[src/rtl/ram_pkg.sv]
// Shared types and helpers for the ram_2p dual-port RAM family.
// Holds the controller state encoding, read-during-write selectors and byte-lane merging.
package ram_pkg;

    typedef enum logic {
        RAM_CLEAR,
        RAM_READY
    } ram_state_e;

    localparam int RDW_OLD = 0;
    localparam int RDW_NEW = 1;

    // Widest word and lane count be_merge can handle; callers zero-extend into these.
    localparam int MAX_WORD_W = 1024;
    localparam int MAX_BE_W   = 128;

    function automatic logic [MAX_WORD_W-1:0] be_merge(
        input logic [MAX_WORD_W-1:0] old_word,
        input logic [MAX_WORD_W-1:0] new_word,
        input logic [MAX_BE_W-1:0]   be,
        input int                    byte_w
    );
        logic [MAX_WORD_W-1:0] lane_mask;
        logic [MAX_WORD_W-1:0] mask;
        logic [MAX_BE_W-1:0]   be_s;
        lane_mask = (MAX_WORD_W'(1) << byte_w) - MAX_WORD_W'(1);
        mask      = '0;
        be_s      = be;
        for (int b = 0; b < MAX_BE_W; b++) begin
            if (be_s[0]) begin
                mask = mask | (lane_mask << (b * byte_w));
            end
            be_s = be_s >> 1;
        end
        return (old_word & ~mask) | (new_word & mask);
    endfunction

endpackage

[src/rtl/ram_rd_pipe.sv]
// Read-return delay line: RD_LATENCY stages of valid/data, last stage drives the ack.
// Each data stage only loads alongside a valid, so the output word holds between acks.
module ram_rd_pipe #(
    parameter int WORD_WIDTH = 32,
    parameter int RD_LATENCY = 1
) (
    input  logic                  clk_i,
    input  logic                  arstn_i,
    input  logic                  vld_i,
    input  logic [WORD_WIDTH-1:0] data_i,
    output logic                  ack_o,
    output logic [WORD_WIDTH-1:0] data_o
);

    logic [RD_LATENCY-1:0] vld_q, vld_d;
    logic [WORD_WIDTH-1:0] data_q [RD_LATENCY];
    logic [WORD_WIDTH-1:0] data_d [RD_LATENCY];

    logic [RD_LATENCY-1:0] vld_src;
    logic [WORD_WIDTH-1:0] data_src [RD_LATENCY];

    always_comb begin
        vld_src     = '0;
        vld_src[0]  = vld_i;
        data_src[0] = data_i;
        for (int i = 1; i < RD_LATENCY; i++) begin
            vld_src[i]  = vld_q[i-1];
            data_src[i] = data_q[i-1];
        end
    end

    always_comb begin
        vld_d = vld_src;
        for (int i = 0; i < RD_LATENCY; i++) begin
            data_d[i] = vld_src[i] ? data_src[i] : data_q[i];
        end
    end

    always_ff @(posedge clk_i) begin
        if (!arstn_i) begin
            vld_q <= '0;
            for (int i = 0; i < RD_LATENCY; i++) begin
                data_q[i] <= '0;
            end
        end else begin
            vld_q <= vld_d;
            for (int i = 0; i < RD_LATENCY; i++) begin
                data_q[i] <= data_d[i];
            end
        end
    end

    assign ack_o  = vld_q[RD_LATENCY-1];
    assign data_o = data_q[RD_LATENCY-1];

endmodule

[src/rtl/ram_2p.sv]
// Simple dual-port RAM: byte-enabled write port, pipelined read port, selectable
// read-during-write result and an optional post-reset zeroing sweep.
module ram_2p
    import ram_pkg::*;
#(
    parameter int WORD_WIDTH     = 32,
    parameter int BYTE_WIDTH     = 8,
    parameter int INDEX_WIDTH    = 4,
    parameter int RD_LATENCY     = 1,
    parameter int RDW_MODE       = 0,
    parameter int CLEAR_ON_RESET = 1
) (
    input  logic                             clk_i,
    input  logic                             arstn_i,
    input  logic                             wr_i,
    input  logic [WORD_WIDTH/BYTE_WIDTH-1:0] wr_be_i,
    input  logic [INDEX_WIDTH-1:0]           wr_index_i,
    input  logic [WORD_WIDTH-1:0]            wr_data_i,
    output logic                             ack_wr_o,
    input  logic                             rd_i,
    input  logic [INDEX_WIDTH-1:0]           rd_index_i,
    output logic                             ack_rd_o,
    output logic [WORD_WIDTH-1:0]            rd_data_o,
    output logic                             busy_o
);

    localparam int         DEPTH     = 2 ** INDEX_WIDTH;
    localparam ram_state_e RST_STATE = (CLEAR_ON_RESET != 0) ? RAM_CLEAR : RAM_READY;

    logic [WORD_WIDTH-1:0]  mem_q [DEPTH];
    ram_state_e             state_q, state_d;
    logic [INDEX_WIDTH-1:0] clr_cnt_q, clr_cnt_d;
    logic                   ack_wr_q, ack_wr_d;

    logic                   mem_we_d;
    logic [INDEX_WIDTH-1:0] mem_addr_d;
    logic [WORD_WIDTH-1:0]  mem_data_d;
    logic                   rd_fire_d;
    logic [WORD_WIDTH-1:0]  wr_merged;
    logic [WORD_WIDTH-1:0]  rd_word;

    always_ff @(posedge clk_i) begin
        if (!arstn_i) begin
            state_q   <= RST_STATE;
            clr_cnt_q <= '0;
            ack_wr_q  <= 1'b0;
        end else begin
            state_q   <= state_d;
            clr_cnt_q <= clr_cnt_d;
            ack_wr_q  <= ack_wr_d;
        end
    end

    always_comb begin
        state_d   = state_q;
        clr_cnt_d = clr_cnt_q;
        case (state_q)
            RAM_CLEAR: begin
                clr_cnt_d = clr_cnt_q + 1'b1;
                if (&clr_cnt_q) begin
                    state_d = RAM_READY;
                end
            end
            default: state_d = RAM_READY;
        endcase
    end

    assign wr_merged = WORD_WIDTH'(be_merge(MAX_WORD_W'(mem_q[wr_index_i]),
                                            MAX_WORD_W'(wr_data_i),
                                            MAX_BE_W'(wr_be_i),
                                            BYTE_WIDTH));

    // Clear sweep owns the write port; user requests are dropped rather than queued.
    always_comb begin
        busy_o     = 1'b0;
        mem_we_d   = 1'b0;
        mem_addr_d = wr_index_i;
        mem_data_d = wr_merged;
        ack_wr_d   = 1'b0;
        rd_fire_d  = 1'b0;
        case (state_q)
            RAM_CLEAR: begin
                busy_o     = 1'b1;
                mem_we_d   = arstn_i;
                mem_addr_d = clr_cnt_q;
                mem_data_d = '0;
            end
            default: begin
                mem_we_d  = wr_i & arstn_i;
                ack_wr_d  = wr_i;
                rd_fire_d = rd_i & arstn_i;
            end
        endcase
    end

    always_ff @(posedge clk_i) begin
        if (mem_we_d) begin
            mem_q[mem_addr_d] <= mem_data_d;
        end
    end

    // The array read is asynchronous here; same-index writes land at the edge, so this is old data.
    always_comb begin
        rd_word = mem_q[rd_index_i];
        if (RDW_MODE == RDW_NEW && wr_i && (wr_index_i == rd_index_i)) begin
            rd_word = wr_merged;
        end
    end

    ram_rd_pipe #(
        .WORD_WIDTH (WORD_WIDTH),
        .RD_LATENCY (RD_LATENCY)
    ) u_rd_pipe (
        .clk_i   (clk_i),
        .arstn_i (arstn_i),
        .vld_i   (rd_fire_d),
        .data_i  (rd_word),
        .ack_o   (ack_rd_o),
        .data_o  (rd_data_o)
    );

    assign ack_wr_o = ack_wr_q;

endmodule

[config.mk]
export PLATFORM = sky130hd
export DESIGN_NAME = ram_2p
export DESIGN_NICKNAME = d
export VERILOG_FILES = /design/src/rtl/ram_pkg.sv /design/src/rtl/ram_rd_pipe.sv /design/src/rtl/ram_2p.sv
export SDC_FILE = /design/constraint.sdc
export NUM_CORES = 1
export LEC_CHECK = 0
export CAP_MARGIN = 20
export CORE_MARGIN = 1.5
export CORE_UTILIZATION = 38
export DETAILED_ROUTE_END_ITERATION = 8
export HOLD_SLACK_MARGIN = 0.08
export MAX_ROUTING_LAYER = met4
export PLACE_DENSITY_LB_ADDON = 0.05
export SETUP_SLACK_MARGIN = 0.05
export SYNTH_ARGS = -nofsm -noshare
export SYNTH_HDL_FRONTEND = slang
export SYNTH_SLANG_ARGS = --single-unit
[constraint.sdc]
create_clock -name clk_i -period 4.2 [get_ports clk_i]
set_input_delay 1.26 -clock clk_i [delete_from_list [all_inputs] [get_ports clk_i]]
set_output_delay 1.26 -clock clk_i [all_outputs]
set_load 0.005 [all_outputs]
==> metrics, run 1 <==
Sink Count 551; mapped cell area 25,510 um2; initial DRC count 1,148; CTS tree done; Arr. time, crit path 2.12 ns; syn_nets 1,694; most frequent cells in the layout edfxtp_1 (512), mux2i_1 (320), nand2_1 (131), nand3_1 (98), a22oi_1 (93); Layout area overhead 17.15%; final hold vios 0; Routed wire per std cell 29.10 um; Pleak 0.01093 uW; Clock Latency Late Sink 0.63 ns; Crit Path Category flip-flop to output pin; post_cts resized 0; dpl cells 2,561; min-delay worst type flip-flop to flip-flop; slew margin rel. 0.3140; hold buffer count at cts 0; CTS clock-pin slew for the worst setup and hold paths 0.06 ns; residual DRC count 0; ANT cells 0; final net count 1,809; first-pass GRT wire length 111.5 mm; Seq/Total Area, Yosys 0.6333; die area 68,700 um2; setup_tns 0 ns; Inserted Clock Buffers 61; share of cells above drive strength 1 0.1769; initial core utilization 0.3860; htree depth 2; max-slew violation count 0; Post-Layout Cell Count 2,673; fin crit period 3.384 ns; Bufs on Longest Clock Path 3; # setup viols final 0; RSZ-0062 raised after global routing false; Max Cap Viol 0; hpwl dp 44.70 mm; Die Height 262.1 um; Worst Max-Slew Pin Slew 1.024 ns; Req. time, crit path 2.94 ns; die width 262.1 um; cells after synthesis 1,645; global route overflow 0; drt via density 5.808; pin count of the biggest net entering global routing 65; synth unique cells 38; antenna violations before repair 0; vias in the first global route 16,160; setup bufs post-CTS 0; final wirelength 77.77 mm; Fmax 295.5 MHz; Ys Warns 0; num rows 94; drt first pass iters 5; synthesized area per cell 15.51 um2; Root Buffer clkbuf_16; Final Wtd Congestion 0.7715; area of the core 66,100 um2; IO Count 83; crit share post-route 0.8056; DRT antenna net count 0; Max VDD drop 0.3227 mV; register bit total from synthesis 551; CP startpoint kind flip-flop; CP max FO 14; Pwr Density 396.7 nW/um2; GR Util All Layers 0.2350; commonest non-fill, non-tap cell in the layout edfxtp_1; Setup crit end kind output pin; port bufs 82; Via Count 15,520; status finished, final reports clean; Worst Clk Skew 0.01953 ns
kinds of logic after synthesis:
family	synth area share
fa+ha+maj	0.0004904
buf+inv	0.02521
compound gates	0.06047
flops	0.6333
xor+xnor	0.0006868
simple gates	0.05057
mux	0.2293
synthesized netlist by cell type, drive strengths merged:
| master | instances | area, um2 |
|---|---|---|
| a21boi | 3 | 22.52 |
| a21oi | 66 | 330.3 |
| a221oi | 31 | 271.5 |
| a22oi | 96 | 735.7 |
| a31oi | 2 | 12.51 |
| and2 | 9 | 56.30 |
| and3 | 4 | 25.02 |
| buf | 66 | 414.2 |
| clkbuf | 58 | 217.7 |
| dfxtp | 39 | 780.8 |
| edfxtp | 512 | 15370 |
| ha | 1 | 12.51 |
| inv | 3 | 11.26 |
| mux2 | 32 | 360.4 |
| mux2i | 320 | 3203 |
| mux4 | 97 | 2286 |
| nand2 | 131 | 491.7 |
| nand2b | 2 | 12.51 |
| nand3 | 98 | 490.5 |
| nand3b | 5 | 37.54 |
| nand4 | 3 | 18.77 |
| nand4b | 1 | 8.760 |
| nor2 | 19 | 71.32 |
| nor2b | 4 | 25.02 |
| nor3 | 2 | 10.01 |
| nor3b | 1 | 7.510 |
| o21ai | 34 | 170.2 |
| or3b | 4 | 35.03 |
| xnor2 | 2 | 17.52 |
metrics by stage:
stage                     power (uW)  utilization  instance area, um2  hold slack [ns]  setup slack [ns]
after floorplan                 6615            -               25510           0.4785            0.1971
after global placement          6929       0.4237               28010           0.4778            0.3382
after detailed placement        6934       0.4237               28010           0.4790            0.3358
after CTS                      11980       0.4521               29880           0.4953            0.7934
after global routing           12220       0.4521               29880           0.5225            0.7483
final                          11860       0.4521               29880           0.4886            0.8164
registers in the layout, summed over array words and instances (netlist names):
register          flops
state_q               1
u_rd_pipe.ack_o       1
clr_cnt_q             4
ack_wr_o              1
mem_q               512
u_rd_pipe.data_q     32
per-layer routing:
layer | vias to the layer above | GRT usage | part of all wire
met5 | - | - | 0
met3 | 117 | 0.03250 | 0.043
met4 | 0 | 0.06921 | 0.026
met1 | 8164 | 0.3064 | 0.44
li1 | 6853 | - | -
met2 | 390 | 0.3830 | 0.49
final timing paths:
check / start / slack [ns] / to / depth (start not counted)
max: state_q / 0.82 / busy_o / 2
max reg2reg: state_q / 1.42 / mem_q[3][13] / 6
min reg2reg: u_rd_pipe.data_q[0][1] / 0.49 / u_rd_pipe.data_q[0][1] / 2
min: u_rd_pipe.data_q[0][1] / 0.49 / u_rd_pipe.data_q[0][1] / 2
area by class of cell:
cell class	instances	area [um2]
clock buffer	78	1672
clock inverter	34	205.2
fill	5866	36210
inverter	3	11.26
multi-input combinational	967	8879
sequential	551	16160
tap	864	1081
timing repair buffer	176	1882
where the power goes:
part	internal, uW	leakage, uW	switching (uW)
sequential	5990	0.00524	29.1
combinational	345	0.00475	458
clock	2850	0.000941	2190
total	9180	0.0109	2670
worst max-delay path: stages, from the launching register on:
cell and delay (ns):
dfxtp_1 0.70, inv_1 0.27, clkdlybuf4s50_1 0.52
No activity file was read; power rests on OpenSTA's default activity.
==> run 2: changes to the inputs <==
Clock period 4.2 ns to 2.74 ns, I/O delays scaled along.
==> run 2 against run 1 <==
Net effect:
- cell count grew 3.6%
- worst hold slack worse by 0.00065 ns
- critical path depth unchanged
- sequential share of layout area decreased by 2.6 points
- count of clock-buffer cells in the layout is 1 lower
- power increased by 59%
- global-route usage up 0.80 points
- sequential power rose by 53%
- clock power up 64%
- register-to-register slack worse by 0.88 ns
- highest routed layer unchanged
- die area did not move
- wire length is 2.5% higher
==> metrics, run 2 (synthesis results as in run 1) <==
Clock Latency Late Sink 0.63 ns (about the same); initial DRC count 1,175 (+2.4%); global route overflow 0 (unchanged); Max Cap Viol 0 (unchanged); drt first pass iters 5 (unchanged); Root Buffer clkbuf_16; ANT cells 0 (unchanged); Bufs on Longest Clock Path 3 (unchanged); final hold vios 0 (unchanged); slowest CP cell clkdlybuf4s50_1; hpwl dp 48.19 mm (+7.8%); Post-Layout Cell Count 2,770 (+3.6%); Arr. time, crit path 1.74 ns (-0.38 ns); antenna violations before repair 0 (unchanged); delay of the slowest cell on the worst path 0.48 ns (-0.22 ns); CTS clock-pin slew for the worst setup and hold paths 0.06 ns (about the same); IO Count 83 (unchanged); Pwr Density 599.2 nW/um2 (+51%); dpl cells 2,660 (+3.9%); Largest Register mem_q; num rows 94 (unchanged); Final Wtd Congestion 0.7909 (+2.5%); Largest regs mem_q (512), u_rd_pipe.data_q (32), clr_cnt_q (4); area of the core 66,100 um2 (unchanged); hold buffer count at cts 0 (unchanged); port bufs 82 (unchanged); Final WS setup 0.1816 ns (-0.6348 ns); residual DRC count 0 (unchanged); Inserted Clock Buffers 59 (-3.3%); vias in the first global route 16,690 (+3.2%); Fmax 390.9 MHz; placed inst area 29,390 um2 (+4.9%); die width 262.1 um (unchanged); Seq pwr share 0.490 (-0.017); Die Height 262.1 um (unchanged); die area 68,700 um2 (unchanged); Pleak 0.01166 uW (+6.7%); Largest register FFs 512 (unchanged); CP top delay family buffers and inverters; fin crit period 2.558 ns; CP max FO 6 (-8); WP buf/inv 2 (unchanged); # setup viols final 0 (unchanged); Worst Clk Skew 0.01581 ns (-0.003716 ns); slew margin rel. 0.6021 (+0.2882); most frequent cells in the layout edfxtp_1 (512), mux2i_1 (320), nand2_1 (131), buf_4 (116), nand3_1 (98); Req. time, crit path 1.92 ns (-1.02 ns); Crit Path Category flip-flop to output pin; r2r startpoint state_q; post_cts resized 0 (unchanged); final wirelength 79.68 mm (+2.5%); hold path startpoint u_rd_pipe.data_q[0][2]; drt via density 5.781 (-0.46%); critical path startpoint state_q; Routed wire per std cell 28.76 um (-1.1%); fin util 0.4753 (+0.02315); CTS tree done; Via Count 16,010 (+3.1%); final net count 1,906 (+5.4%); dpl ws -0.2960 ns (-0.6318 ns); initial core utilization 0.3860 (unchanged); worst path cell trace inv_1 > clkdlybuf4s50_1; htree depth 2 (unchanged); commonest non-fill, non-tap cell in the layout edfxtp_1; switching pwr 4087 uW (+53%); cell area after layout 31,420 um2 (+5.1%); Setup crit end kind output pin; share of cells above drive strength 1 0.2230 (+0.04609); CP startpoint kind flip-flop; min-delay worst type flip-flop to flip-flop; RSZ-0062 raised after global routing false; share of power burned in combinational logic 0.071 (+0.003); Layout area overhead 23.14%; Pint 14,740 uW (+61%); Max VDD drop 0.4803 mV (+49%); crit share post-route 0.9337; clock power share 0.439 (+0.014); Sink Count 551 (unchanged); max-slew violation count 0 (unchanged); first-pass GRT wire length 115.5 mm (+3.6%); status finished, final reports clean; setup bufs post-CTS 0 (unchanged); DRT antenna net count 0 (unchanged); Worst Max-Slew Pin Slew 0.5968 ns (-0.4275 ns); sw frac 0.2171 (-0.008491); pin count of the biggest net entering global routing 53 (-18%); GR Util All Layers 0.2430 (+0.007966)
## run 2: cell types whose count changed in the layout (fill, tap and decap cells not counted), sizes merged
cell      delta
clkinvlp     +7
inv          -1
clkinv      -14
buf         +99
bufinv       +7
clkbuf       -1
## run 2: per-stage QoR
stage	hold WS [ns]	setup TNS [ns]	total power, uW
4_1_cts	0.4929	0	19010
3_3_place_gp	0.4756	-137.66	10740
6_report	0.4880	0	18820
2_1_floorplan	0.4785	-42.09	10150
3_5_place_dp	0.4777	-151.12	10740
5_1_grt	0.5238	0	19390
## run 2: layout make-up
class / instances / area [um2]
Tap cell: 864 / 1081
Clock buffer: 77 / 1647
Inverter: 3 / 11.26
Sequential cell: 551 / 16160
Timing Repair Buffer: 275 / 3263
Multi-Input combinational cell: 967 / 8882
Clock inverter: 33 / 375.4
Fill cell: 5707 / 34680
## run 2: path summary, 6_finish.rpt
path	end	slack [ns]	cells past startpoint
setup / recovery	busy_o	0.18	2
hold / removal	u_rd_pipe.data_q[0][2]	0.49	2
setup reg to reg	mem_q[12][17]	0.54	6
hold reg to reg	u_rd_pipe.data_q[0][2]	0.49	2
## run 2: routing by layer
layer  global-route usage  vias up  routed length [um]
li1                     -     7054                   -
met1               0.3218     8354               35170
met2               0.3958      461               38890
met3              0.02537      144                3413
met4              0.07333        0                2197
met5                    -        -                   0
## run 2: power groups by stage
stage          logic, uW  clock network, uW  registers, uW
2_1_floorplan        771                  0           9380
3_3_place_gp        1340                  0           9390
3_5_place_dp        1340                  0           9390
4_1_cts             1350               8450           9220
5_1_grt             1400               8760           9220
6_report            1330               8270           9220
## run 2: worst min-delay path: cells and delay by family (launching register included)
family	cells	cell delay, ns
AO/OA/AOI/OAI	1	0.08
AND/OR/NAND/NOR	1	0.06
flip-flops	1	0.33
==> run 3: changes to the inputs <==
--- a/config.mk
+++ b/config.mk
@@ -10,4 +10,5 @@
 export CORE_UTILIZATION = 38
 export DETAILED_ROUTE_END_ITERATION = 8
+export GPL_TIMING_DRIVEN = 0
 export HOLD_SLACK_MARGIN = 0.08
 export MAX_ROUTING_LAYER = met4
==> constraint.sdc (replaced) <==
create_clock -name clk_i -period 2.74 [get_ports clk_i]
set_input_delay 0.822 -clock clk_i [delete_from_list [all_inputs] [get_ports clk_i]]
set_output_delay 0.822 -clock clk_i [all_outputs]
set_load 0.05 [all_outputs]
==> run 3 against run 2 <==
Net effect:
- combinational power is essentially flat
- critical path depth grew 6
- count of clock-buffer cells in the layout shrank 2
- register-to-register slack lost 0.33 ns
- clock skew grew 0.0014 ns
- power grew 3.3%
- clock power grew 7.3%
- sequential power is essentially flat
- largest cell class unchanged
==> metrics, run 3 (synthesis results as in run 1) <==
fin util 0.4677 (-0.007628); Arr. time, crit path 3.03 ns (+1.29 ns); CP max FO 15 (+9); Sink Count 551 (unchanged); DRT antenna net count 0 (unchanged); Fmax 376.6 MHz (-3.6%); Setup crit end kind flip-flop; vias in the first global route 16,980 (+1.8%); residual DRC count 0 (unchanged); status finished, final reports clean; Largest Register mem_q; R2R Setup Slk 0.21 ns (-0.33 ns); antenna violations before repair 1 (+1); register area 16,160 um2 (about the same); Final WS setup 0.08492 ns (-0.09668 ns); Max Cap Viol 0 (unchanged); IO Count 83 (unchanged); Crit Path Category primary input to flip-flop; global route overflow 0 (unchanged); Worst Max-Slew Pin Slew 1.189 ns (+0.5920 ns); drt via density 5.932 (+2.6%); min-delay worst type flip-flop to flip-flop; RSZ-0062 raised after global routing false; Via Count 16,320 (+1.9%); Routed wire per std cell 32.37 um (+13%); num rows 94 (unchanged); Pleak 0.01164 uW (-0.20%); GR Util All Layers 0.2713 (+0.02830); most frequent cells in the layout edfxtp_1 (512), mux2i_1 (320), nand2_1 (131), a22oi_1 (93), mux4_2 (70); hold path startpoint u_rd_pipe.data_q[0][16]; Req. time, crit path 3.12 ns (+1.20 ns); worst hold slack 0.4908 ns (+0.002829 ns); dpl ws -1.513 ns (-1.217 ns); die area 68,700 um2 (unchanged); htree depth 2 (unchanged); Inserted Clock Buffers 61 (+3.4%); CTS clock-pin slew for the worst setup and hold paths 0.06 ns (about the same); Max VDD drop 0.4562 mV (-5.0%); port bufs 77 (-6.1%); hold buffer count at cts 0 (unchanged); Bufs on Longest Clock Path 3 (unchanged); Worst Clk Skew 0.01724 ns (+0.001427 ns); Layout area overhead 21.17%; CTS tree done; pin count of the biggest net entering global routing 22 (-58%); Root Buffer clkbuf_16; commonest non-fill, non-tap cell in the layout edfxtp_1; multi-input logic area 9021 um2 (+1.6%); share of cells above drive strength 1 0.2130 (-0.009943); Final Wtd Congestion 0.8225 (+4.0%); final net count 1,885 (-1.1%); hpwl dp 58.63 mm (+22%); Largest regs mem_q (512), u_rd_pipe.data_q (32), clr_cnt_q (4); # setup viols final 0 (unchanged); Clock Latency Late Sink 0.64 ns (about the same); end of the worst hold path u_rd_pipe.data_q[0][16]; slew margin rel. 0.2075 (-0.3947); final hold vios 0 (unchanged); # fillers 5,761 (+0.95%); Critical R2R Capture mem_q[13][16]; Die Height 262.1 um (unchanged); Pwr Density 629.1 nW/um2 (+5.0%); final wirelength 89.09 mm (+12%); r2r startpoint state_q; setup_tns 0 ns (unchanged); Largest register FFs 512 (unchanged); die width 262.1 um (unchanged); R2R cell count 7 (+1); drt first pass iters 5 (unchanged); fin crit period 2.655 ns (+0.09668 ns); first-pass GRT wire length 125.8 mm (+8.9%); crit share post-route 0.9690 (+0.03529); initial core utilization 0.3860 (unchanged); initial DRC count 1,441 (+23%); area of the core 66,100 um2 (unchanged); CP startpoint kind primary input; Hold Path Depth 2 (unchanged); max-slew violation count 0 (unchanged)
run 3: cell type report:
| type | count | share of cell area |
|---|---|---|
| plain buffers | 123 | 0.02327 |
| repair buffers | 129 | 0.05699 |
| well taps | 864 | 0.03497 |
| flip-flops and latches | 551 | 0.5227 |
| multi-input cells | 967 | 0.2918 |
| inverters | 3 | 0.0003643 |
| clock buffers | 75 | 0.05303 |
| clock inverters | 39 | 0.01676 |
| diodes | 1 | 0.00008096 |
run 3: worst max-delay path, stage by stage:
cell and delay (ns):
clkbuf_1 0.23, buf_2 0.27, buf_4 0.25, and3_1 0.20, a31oi_1 0.75, nor2_4 0.07
buf_12 0.21, buf_12 0.17
run 3: worst max path at each step:
stage	start	to	slack [ns]	depth (start not counted)
detailed placement	wr_index_i[1]	mem_q[3][12]	-1.51	6
global route	u_rd_pipe.data_q[0][29]	rd_data_o[29]	0.05	1
global placement	wr_index_i[2]	mem_q[12][18]	-2.41	6
floorplan	wr_index_i[2]	mem_q[12][0]	-0.25	6
finish	wr_index_i[2]	mem_q[13][16]	0.08	8
CTS	state_q	busy_o	-0.34	4
run 3: layer usage:
metal,part of all wire,track usage
met5,0,-
met4,0.026,0.07111
met3,0.055,0.04080
met2,0.50,0.4549
met1,0.42,0.3438
run 3: where the power goes:
group          switching [uW]  total [uW]  internal [uW]
clock                    3430        8870           5440
sequential               43.5        9220           9170
combinational             822        1360            539
run 3: repair_timing:
action,CTS,global route
setup buffers,26,0
setup endpoints to repair,1055,390
pin swaps,16,0
gates resized for setup,94,31
run 3: through the flow:
stage,cells,area (um2),power [uW]
finish,2752,30910,19440
global route,2752,30910,19940
CTS,2751,30870,19580
detailed placement,2612,28090,10720
global placement,2586,27460,10670
floorplan,1645,25610,10150
